File: src/rtl/pipelined_cla_adder_if.sv
// Operand/result handshake bundle for pipelined_cla_adder (macro CLA_SAT_EN is consumed by the adder, not here).
// Latency: none, wires only.
// Backpressure: in_ready/out_ready carry the stall information in each direction.
interface pipelined_cla_adder_if #(
    parameter int N = 16
);
    logic         in_valid;
    logic         in_ready;
    logic [N-1:0] a;
    logic [N-1:0] b;
    logic         sub;
    logic         cin;
    logic         out_valid;
    logic         out_ready;
    logic [N-1:0] result;
    logic         cout;
    logic         ovf;

    // producer of operands / consumer of results
    modport master (
        output in_valid, a, b, sub, cin, out_ready,
        input  in_ready, out_valid, result, cout, ovf
    );

    // the adder itself
    modport slave (
        input  in_valid, a, b, sub, cin, out_ready,
        output in_ready, out_valid, result, cout, ovf
    );
endinterface

File: src/rtl/pipelined_cla_adder.sv
// Pipelined N-bit add/subtract from STAGES CLA segments; define CLA_SAT_EN to saturate the result on signed overflow.
// Latency: STAGES cycles from input transfer to out_valid, one operation per cycle.
// Backpressure: out_ready low freezes the last stage; stalls propagate combinationally to in_ready (no skid buffer).
module pipelined_cla_adder #(
    parameter int N      = 16,
    parameter int STAGES = 4
) (
    input  logic                 clk,
    input  logic                 rst_n,
    pipelined_cla_adder_if.slave bus
);
    localparam int W = N / STAGES;

    if (N % STAGES != 0) begin : g_bad_cfg
        $error("pipelined_cla_adder: N (%0d) must be a multiple of STAGES (%0d)", N, STAGES);
    end

    // Stage k register: operands travel forward whole, sum bits [0 +: (k+1)*W] are final.
    logic [STAGES-1:0] v_q;
    logic [N-1:0]      a_q [STAGES];
    logic [N-1:0]      b_q [STAGES];   // already inverted in subtract mode
    logic [N-1:0]      s_q [STAGES];
    logic [STAGES-1:0] c_q;            // carry out of the segment this stage resolved
    logic              ovf_q;

    // What each stage sees at its input, and what it would load.
    logic [STAGES-1:0] v_src;
    logic [N-1:0]      a_src [STAGES];
    logic [N-1:0]      b_src [STAGES];
    logic [N-1:0]      s_src [STAGES];
    logic [N-1:0]      s_nxt [STAGES];
    logic [STAGES-1:0] c_src;
    logic [STAGES-1:0] c_nxt;
    logic              ovf_nxt;
    logic              carry;
    logic              c_msb;
    logic              g;
    logic              p;

    logic [STAGES-1:0] adv;   // stage k's content may move on this edge
    logic [STAGES-1:0] ld;    // stage k captures its input on this edge

    // Stall chain: a stage can move if the next one is empty or moving itself.
    always_comb begin
        adv = '0;
        adv[STAGES-1] = !v_q[STAGES-1] || bus.out_ready;
        for (int k = STAGES - 2; k >= 0; k--) begin
            adv[k] = !v_q[k+1] || adv[k+1];
        end
        ld = ~v_q | adv;
    end

    // Segment k resolves bits [k*W +: W] using the carry left by segment k-1.
    always_comb begin
        v_src    = '0;
        c_src    = '0;
        c_nxt    = '0;
        a_src    = '{default: '0};
        b_src    = '{default: '0};
        s_src    = '{default: '0};
        s_nxt    = '{default: '0};
        carry    = 1'b0;
        c_msb    = 1'b0;
        g        = 1'b0;
        p        = 1'b0;
        ovf_nxt  = 1'b0;

        v_src[0] = bus.in_valid;
        a_src[0] = bus.a;
        b_src[0] = bus.sub ? ~bus.b : bus.b;
        c_src[0] = bus.sub ? 1'b1 : bus.cin;
        for (int k = 1; k < STAGES; k++) begin
            v_src[k] = v_q[k-1];
            a_src[k] = a_q[k-1];
            b_src[k] = b_q[k-1];
            s_src[k] = s_q[k-1];
            c_src[k] = c_q[k-1];
        end

        for (int k = 0; k < STAGES; k++) begin
            carry    = c_src[k];
            s_nxt[k] = s_src[k];
            for (int i = 0; i < W; i++) begin
                g                    = a_src[k][k*W+i] & b_src[k][k*W+i];
                p                    = a_src[k][k*W+i] ^ b_src[k][k*W+i];
                s_nxt[k][k*W+i]      = p ^ carry;
                c_msb                = carry;
                carry                = g | (p & carry);
            end
            c_nxt[k] = carry;
        end

        // The last iteration above was the top segment, so c_msb/carry are the
        // carries into and out of bit N-1.
        ovf_nxt = c_msb ^ carry;
`ifdef CLA_SAT_EN
        // On overflow the wrapped MSB is the opposite of the true sign.
        if (ovf_nxt) begin
            s_nxt[STAGES-1] = s_nxt[STAGES-1][N-1] ? {1'b0, {(N-1){1'b1}}}
                                                   : {1'b1, {(N-1){1'b0}}};
        end
`endif
    end

    // Stage registers: capture when allowed, payload only when a valid op arrives.
    always_ff @(posedge clk or negedge rst_n) begin
        if (!rst_n) begin
            v_q   <= '0;
            c_q   <= '0;
            ovf_q <= 1'b0;
            for (int k = 0; k < STAGES; k++) begin
                a_q[k] <= '0;
                b_q[k] <= '0;
                s_q[k] <= '0;
            end
        end else begin
            for (int k = 0; k < STAGES; k++) begin
                if (ld[k]) begin
                    v_q[k] <= v_src[k];
                    if (v_src[k]) begin
                        a_q[k] <= a_src[k];
                        b_q[k] <= b_src[k];
                        s_q[k] <= s_nxt[k];
                        c_q[k] <= c_nxt[k];
                    end
                end
            end
            if (ld[STAGES-1] && v_src[STAGES-1]) begin
                ovf_q <= ovf_nxt;
            end
        end
    end

    assign bus.in_ready  = ld[0];
    assign bus.out_valid = v_q[STAGES-1];
    assign bus.result    = s_q[STAGES-1];
    assign bus.cout      = c_q[STAGES-1];
    assign bus.ovf       = ovf_q;
endmodule

File: src/flat_wrapper.sv
// flat-port wrapper written by rule: the top's interface ports become plain ports
module pipelined_cla_adder_flat 
#(
    parameter int N      = 16,
    parameter int STAGES = 4
)
  (clk, rst_n, bus_in_valid, bus_a, bus_b, bus_sub, bus_cin, bus_out_ready, bus_in_ready, bus_out_valid, bus_result, bus_cout, bus_ovf);
  pipelined_cla_adder_if #(.N(N)) bus_i ();
  input  logic clk;
  input  logic rst_n;
  input wire logic [$bits(bus_i.in_valid)-1:0] bus_in_valid;
  input wire logic [$bits(bus_i.a)-1:0] bus_a;
  input wire logic [$bits(bus_i.b)-1:0] bus_b;
  input wire logic [$bits(bus_i.sub)-1:0] bus_sub;
  input wire logic [$bits(bus_i.cin)-1:0] bus_cin;
  input wire logic [$bits(bus_i.out_ready)-1:0] bus_out_ready;
  output wire logic [$bits(bus_i.in_ready)-1:0] bus_in_ready;
  output wire logic [$bits(bus_i.out_valid)-1:0] bus_out_valid;
  output wire logic [$bits(bus_i.result)-1:0] bus_result;
  output wire logic [$bits(bus_i.cout)-1:0] bus_cout;
  output wire logic [$bits(bus_i.ovf)-1:0] bus_ovf;
  assign bus_i.in_valid = bus_in_valid;
  assign bus_i.a = bus_a;
  assign bus_i.b = bus_b;
  assign bus_i.sub = bus_sub;
  assign bus_i.cin = bus_cin;
  assign bus_i.out_ready = bus_out_ready;
  assign bus_in_ready = bus_i.in_ready;
  assign bus_out_valid = bus_i.out_valid;
  assign bus_result = bus_i.result;
  assign bus_cout = bus_i.cout;
  assign bus_ovf = bus_i.ovf;
  pipelined_cla_adder #(.N(N), .STAGES(STAGES)) u_core (.clk(clk), .rst_n(rst_n), .bus(bus_i));
endmodule
File: config.mk
export PLATFORM = sky130hd
export DESIGN_NAME = pipelined_cla_adder_flat
export DESIGN_NICKNAME = d
export VERILOG_FILES = /design/src/rtl/pipelined_cla_adder_if.sv /design/src/rtl/pipelined_cla_adder.sv /design/src/flat_wrapper.sv
export SDC_FILE = /design/constraint.sdc
export NUM_CORES = 1
export LEC_CHECK = 0
export ABC_AREA = 1
export CAP_MARGIN = 10
export CORE_ASPECT_RATIO = 0.8
export CORE_MARGIN = 1
export CORE_UTILIZATION = 61
export CTS_BUF_LIST = sky130_fd_sc_hd__clkbuf_8
export DETAILED_ROUTE_END_ITERATION = 12
export PLACE_DENSITY = 0.95
export SYNTH_ARGS = -nofsm -noshare
export SYNTH_HDL_FRONTEND = slang
export SYNTH_SLANG_ARGS = --single-unit
File: constraint.sdc
create_clock -name clk -period 5.7 [get_ports clk]
set_clock_uncertainty 0.15 [all_clocks]
set_input_delay 1.425 -clock clk [delete_from_list [all_inputs] [get_ports clk]]
set_output_delay 1.425 -clock clk [all_outputs]
set_load 0.02 [all_outputs]
==> summary.txt, run 1 <==
Global route
  – Total GRT Usage: 24.62%
  – Initial antenna violation count: 0
  – Met1 usage: 33.77%
  – Vias in the first global route: 3051
  – First-pass GRT wire length: 13.74 mm
  – Gr busiest metal: met2
  – M2 GR Usage: 39.36%
  – Remaining Overflow, GRT: 0
  – Met3 GRT Util: 6.845%
  – Largest net degree at the start of global routing: 51

Layout
  – Area Growth Syn to Fin: 17.17%
  – Share of post-route cells with drive strength above 1: 4.483%
  – NumNets Final: 564
  – Number of fill cells: 508
  – N_diodes: 0
  – Finished Cell Area: 5054 µm²
  – Util after Layout: 73.69%

Power and ir drop
  – Power density cells: 463.2 nW/µm²
  – Psw: 867.3 µW
  – P_int: 1.473 mW
  – Sequential share of power: 47.1%
  – Total power: 2.341 mW
  – Peak VDD IR: 0.0001700 V
  – Logic pwr share: 35.9%
  – Power share of the clock group: 17.0%
  – Static leakage: 2.609 nW
  – Sw Share: 37.05%

Clock network
  – CTS tree: yes
  – # clock sinks: 97
  – Hold-fix buffers, CTS: 0
  – Longest Clk Path Bufs: 2
  – Postcts setup bufs: 0
  – Root Driver: clkbuf_8
  – Reg clk slew, reported paths: 80 ps
  – Cts bufs inserted: 9
  – Htree depth: 3
  – PostCTS Resize Cnt: 0
  – Worst-skew pair later-pin latency: 350 ps

Worst setup path
  – Crit path kind: input pin to primary output
  – Critical Path Max Stage Delay: 630 ps
  – Crit path cell chain: clkdlybuf4s50_1 > nor2_4 > nand4_1 > clkdlybuf4s50_1
  – Peak fanout along the critical path: 4
  – R2r setup slk: 3050 ps
  – CP Capture Type: primary output
  – Worst path required time: 4120 ps
  – Crit path arrival time: 2940 ps
  – Critical path's most frequent cell: clkdlybuf4s50_1
  – Crit path max-delay cell type: clkdlybuf4s50_1
  – Critical Path Start Type: input pin

Placed design
  – DP Area: 4875 µm²
  – Post-detail-place hpwl: 5.713 mm
  – Placer Congestion: 0.7412
  – Port Buffer Count: 57

Logic synthesis
  – Yosys warns: 0
  – Cell variety after synth: 21
  – Mapped Nets: 520
  – Synthesized cell area: 4313 µm²
  – Avg Cell Area, Syn: 9.255 µm²
  – Seq cells post-synth: 97
  – Synth Instances: 466
  – Seq/Total Area, Yosys: 56.28%

Floorplanning
  – Num rows: 27
  – Placeable core region: 6858 µm²
  – DIE AREA: 7413 µm²
  – Io pins: 58
  – Initial Util: 62.89%
  – Die extent in y: 77.21 µm
  – Chip Width: 96.01 µm

Timing
  – Final hold vios: 0
  – Final min period: 4514 ps
  – TNS Setup: 0 ps
  – Max-slew headroom: 42.78%
  – Pins Over Slew Limit: 0
  – Worst Tran Pin Value: 855.6 ps
  – Setup-failing EPs final: 0
  – RSZ-0062 raised after global routing: no
  – Final Cycle Share: 79.19%
  – Max frequency: 0.2215 GHz

Worst hold path
  – Hold Path Class: flip-flop to flip-flop

Route
  – Via count: 3058
  – Starting DRT DRC Count: 198
  – Total Routed Length: 7.737 mm
  – Number of iterations in the first detailed-routing pass: 5
  – Routed length per instance: 12.90 µm
  – DRT antenna net count: 0
  – Via density per instance: 5.097
  – Number of remaining DRC errors: 0

Outcome
  – Status: complete, no violations

Flow run
  – Max cap viols: 0
[kinds of logic after synthesis]
kind of cell | count (synthesis) | share of synthesized area, %
compound gates | 15 | 1.741
xor+xnor | 17 | 3.452
fa+ha+maj | 16 | 7.427
buf+inv | 58 | 5.889
flops | 97 | 56.28
simple gates | 263 | 25.21
[flip-flops by register name, summed over array words and instances (netlist names)]
register           flops
u_core.c_q             4
u_core.s_nxt          24
u_core.a_q            24
u_core.v_q             4
u_core.bus.ovf         1
u_core.bus.result     16
u_core.b_q            24
[synthesized netlist by cell type]
library cell  instances  area, µm²
a21oi_1               4      20.02
buf_1                 2      7.510
buf_2                11      55.05
buf_4                 4      30.03
buf_6                 1      11.26
clkbuf_1              9      33.78
dfrtp_1              97       2427
fa_1                 16      320.3
inv_1                29      108.9
inv_2                 2      7.510
nand2_1             189      709.4
nand3_1              65      325.3
nand3_2               1      10.01
nand4_1               1      6.260
nor2_1                5      18.77
nor2_2                1      6.260
nor2_4                1      11.26
o21ai_0               7      35.03
o21ai_1               4      20.02
xnor2_1               3      26.28
xor2_1               14      122.6
[area by class of cell]
type,instances,area (µm²),share of cell area (%)
tap,87,108.9,2.154
timing repair buffer,60,590.6,11.69
clock inverter,2,13.76,0.2723
clock buffer,12,165.2,3.268
multi-input combinational,311,1632,32.29
sequential,97,2427,48.03
inverter,31,116.4,2.303
[worst max-delay path: cells and delay by family]
kind | cells | cell delay (ps)
buffers and inverters | 2 | 1090
AND/OR/NAND/NOR | 2 | 410
[power by group through the flow]
stage                     clock [mW]  sequential [mW]  combinational, mW
final                          0.399             1.10              0.840
after global routing           0.439             1.13              0.963
after CTS                      0.407             1.10              0.851
after detailed placement           0             1.11              0.845
after global placement             0             1.09              0.796
after floorplan                    0             1.13              0.532
[metal layers]
layer | up-vias | share of wire (%)
met3 | 8 | 5.6
met5 | - | 0
met4 | 0 | 0.89
li1 | 1526 | -
met1 | 1412 | 45
met2 | 112 | 48
[cell usage in the layout, fill, tap and decap left out, drive strengths merged]
cell type      instances
clkbuf                12
clkinv                 2
nand2                189
inv                   31
o21ai                 11
nand4                  1
buf                    4
fa                    16
nand3                 66
nor2                   7
dfrtp                 97
clkdlybuf4s50         56
xnor2                  3
xor2                  14
a21oi                  4
[per-stage QoR]
step,instances,hold WS [ps],worst slack [ps]
floorplan,466,291.9,1772
global placement,586,302.8,1240
detailed placement,586,308.6,1234
CTS,600,327.8,1184
global route,600,353.0,1148
finish,600,322.7,1186
[final timing paths]
| check | startpoint | end | depth (start not counted) |
|---|---|---|---|
| min in group asynchronous | rst_n | u_core.bus.result[2] | 1 |
| min | u_core.bus.result[11] | u_core.bus.result[11] | 2 |
| max in group asynchronous | rst_n | u_core.a_q[45] | 2 |
| min reg2reg | u_core.bus.result[11] | u_core.bus.result[11] | 2 |
| max reg2reg | u_core.v_q[0] | u_core.a_q[60] | 5 |
| max | bus_out_ready | bus_in_ready | 4 |
Note: power is estimated with default switching activity, not from simulation.
==> run 2: changes to the inputs <==
- CORE_UTILIZATION: 61 -> 57
- PLACE_DENSITY: 0.95 -> 0.94
- clock period: 5.7 -> 4.4 ns (I/O delays scaled with it)
==> summary.txt, run 2 (synthesized netlist as in run 1, its figures left out) <==
Outcome
  – Status: complete, no violations

Layout
  – N_diodes: 0 (unchanged)
  – Finished Cell Area: 5146 µm² (+1.8%)
  – Share of post-route cells with drive strength above 1: 4.845% (+0.36 points)
  – Commonest non-fill, non-tap cell in the layout: nand2_1
  – NumNets Final: 565 (+0.18%)
  – Area Growth Syn to Fin: 19.32%
  – Most frequent cells in the layout: nand2_1 (189), dfrtp_1 (97), nand3_1 (65)

Floorplanning
  – Chip Width: 99.25 µm (+3.4%)
  – Initial Util: 60.79% (-2.1 points)
  – Placeable core region: 7094 µm² (+3.4%)
  – Num rows: 27 (unchanged)
  – Die extent in y: 79.80 µm (+3.4%)
  – Io pins: 58 (unchanged)
  – DIE AREA: 7920 µm² (+6.8%)

Clock network
  – Root Driver: clkbuf_8
  – CTS tree: yes
  – Cts bufs inserted: 9 (unchanged)
  – Reg clk slew, reported paths: 80 ps (about the same)
  – Worst-skew pair later-pin latency: 360 ps (about the same)
  – Hold-fix buffers, CTS: 0 (unchanged)
  – Htree depth: 3 (unchanged)
  – # clock sinks: 97 (unchanged)
  – Postcts setup bufs: 0 (unchanged)
  – PostCTS Resize Cnt: 0 (unchanged)
  – Longest Clk Path Bufs: 2 (unchanged)

Placed design
  – Port Buffer Count: 57 (unchanged)
  – Placer Congestion: 0.7700 (+3.9%)
  – DP Area: 4875 µm² (unchanged)
  – Post-detail-place hpwl: 5.415 mm (-5.2%)

Worst setup path
  – Peak fanout along the critical path: 4 (unchanged)
  – R2r setup slk: 1690 ps (-1360 ps)
  – R2R depth: 5 (unchanged)
  – CP Capture Point: bus_in_ready
  – Critical Path Start Type: input pin
  – Crit path arrival time: 2590 ps (-350 ps)
  – Crit path kind: input pin to primary output
  – Critical R2R Launch: u_core.v_q[0]
  – CP Capture Type: primary output
  – Worst path required time: 3150 ps (-970 ps)
  – CP Launch Point: bus_out_ready
  – Worst r2r dst: u_core.s_nxt[32]

Flow run
  – Max cap viols: 0 (unchanged)

Power and ir drop
  – P_int: 2.056 mW (+40%)
  – Peak VDD IR: 0.0002599 V (+53%)
  – Power density cells: 618.7 nW/µm² (+34%)
  – Power share of the clock group: 21.2% (+4.2 points)
  – Logic pwr share: 34.2% (-1.7 points)
  – Static leakage: 2.651 nW (+1.6%)
  – Sequential share of power: 44.6% (-2.5 points)
  – Sw Share: 35.43% (-1.6 points)
  – Psw: 1.128 mW (+30%)

Route
  – Number of iterations in the first detailed-routing pass: 5 (unchanged)
  – DRT antenna net count: 0 (unchanged)
  – Via density per instance: 5.075 (-0.43%)
  – Number of remaining DRC errors: 0 (unchanged)
  – Via count: 3060 (+0.065%)
  – Starting DRT DRC Count: 155 (-22%)
  – Total Routed Length: 7.619 mm (-1.5%)
  – Routed length per instance: 12.64 µm (-2.0%)

Timing
  – Max-slew headroom: 39.75% (-3.0 points)
  – Setup-failing EPs final: 0 (unchanged)
  – Final min period: 3843 ps
  – Max frequency: 0.2602 GHz
  – Final Cycle Share: 87.34%
  – Pins Over Slew Limit: 0 (unchanged)
  – Worst Tran Pin Value: 901.5 ps (+45.85 ps)
  – TNS Setup: 0 ps (unchanged)
  – RSZ-0062 raised after global routing: no
  – Final hold vios: 0 (unchanged)

Global route
  – Vias in the first global route: 2812 (-7.8%)
  – Initial antenna violation count: 0 (unchanged)
  – Largest net degree at the start of global routing: 98 (+92%)
  – Total GRT Usage: 21.79% (-2.8 points)
  – First-pass GRT wire length: 13.16 mm (-4.3%)
  – Remaining Overflow, GRT: 0 (unchanged)

Worst hold path
  – Hold Path Class: flip-flop to flip-flop
  – Hold Path Stages: 2 (unchanged)
  – Worst hold path startpoint: u_core.b_q[55]
-- run 2: layout make-up --
type                            instances  area (µm²)
Sequential cell                        97        2427
Fill cell                             533        1948
Multi-Input combinational cell        311        1632
Timing Repair Buffer                   61       618.1
Clock buffer                           10       137.6
Inverter                               31       116.4
Tap cell                               87       108.9
Clock inverter                          6       106.4
-- run 2: through the flow --
stage | hold WS (ps) | worst slack, ps | util [%] | power (mW) | std cells
2_1_floorplan | 291.9 | 797.0 | - | 2.151 | 466
3_3_place_gp | 303.1 | 567.0 | 68.71 | 2.454 | 586
3_5_place_dp | 308.1 | 561.3 | 68.71 | 2.528 | 586
4_1_cts | 328.8 | 559.1 | 72.15 | 3.206 | 602
5_1_grt | 346.2 | 502.5 | 72.54 | 3.431 | 603
6_report | 324.3 | 556.9 | 72.54 | 3.184 | 603
-- run 2: routing by layer --
metal	up-vias	track usage (%)	share of wire (%)	wire length [µm]
met4	0	5.441	1.1	87
met3	9	6.830	5.5	419
met5	-	0	0	0
met1	1420	30.39	48	3627
li1	1534	-	-	-
met2	97	33.61	46	3485
-- run 2: power by group through the flow --
stage | registers (mW) | logic, mW | clock network, mW
after floorplan | 1.46 | 0.689 | 0
after global placement | 1.41 | 1.04 | 0
after detailed placement | 1.44 | 1.09 | 0
after CTS | 1.42 | 1.10 | 0.688
after global routing | 1.46 | 1.24 | 0.726
final | 1.42 | 1.09 | 0.676
-- run 2: worst min path at each step --
stage / end / slack [ps]
4_1_cts: u_core.bus.result[5] / 330
3_3_place_gp: u_core.bus.result[5] / 300
2_1_floorplan: u_core.a_q[40] / 290
3_5_place_dp: u_core.bus.result[5] / 310
5_1_grt: u_core.s_nxt[10] / 350
6_report: u_core.b_q[55] / 320
-- run 2: worst max-delay path, stage by stage --
cell and delay [ps]:
clkdlybuf4s50_1 460, nor2_4 170, nand4_1 220, clkdlybuf4s50_1 640
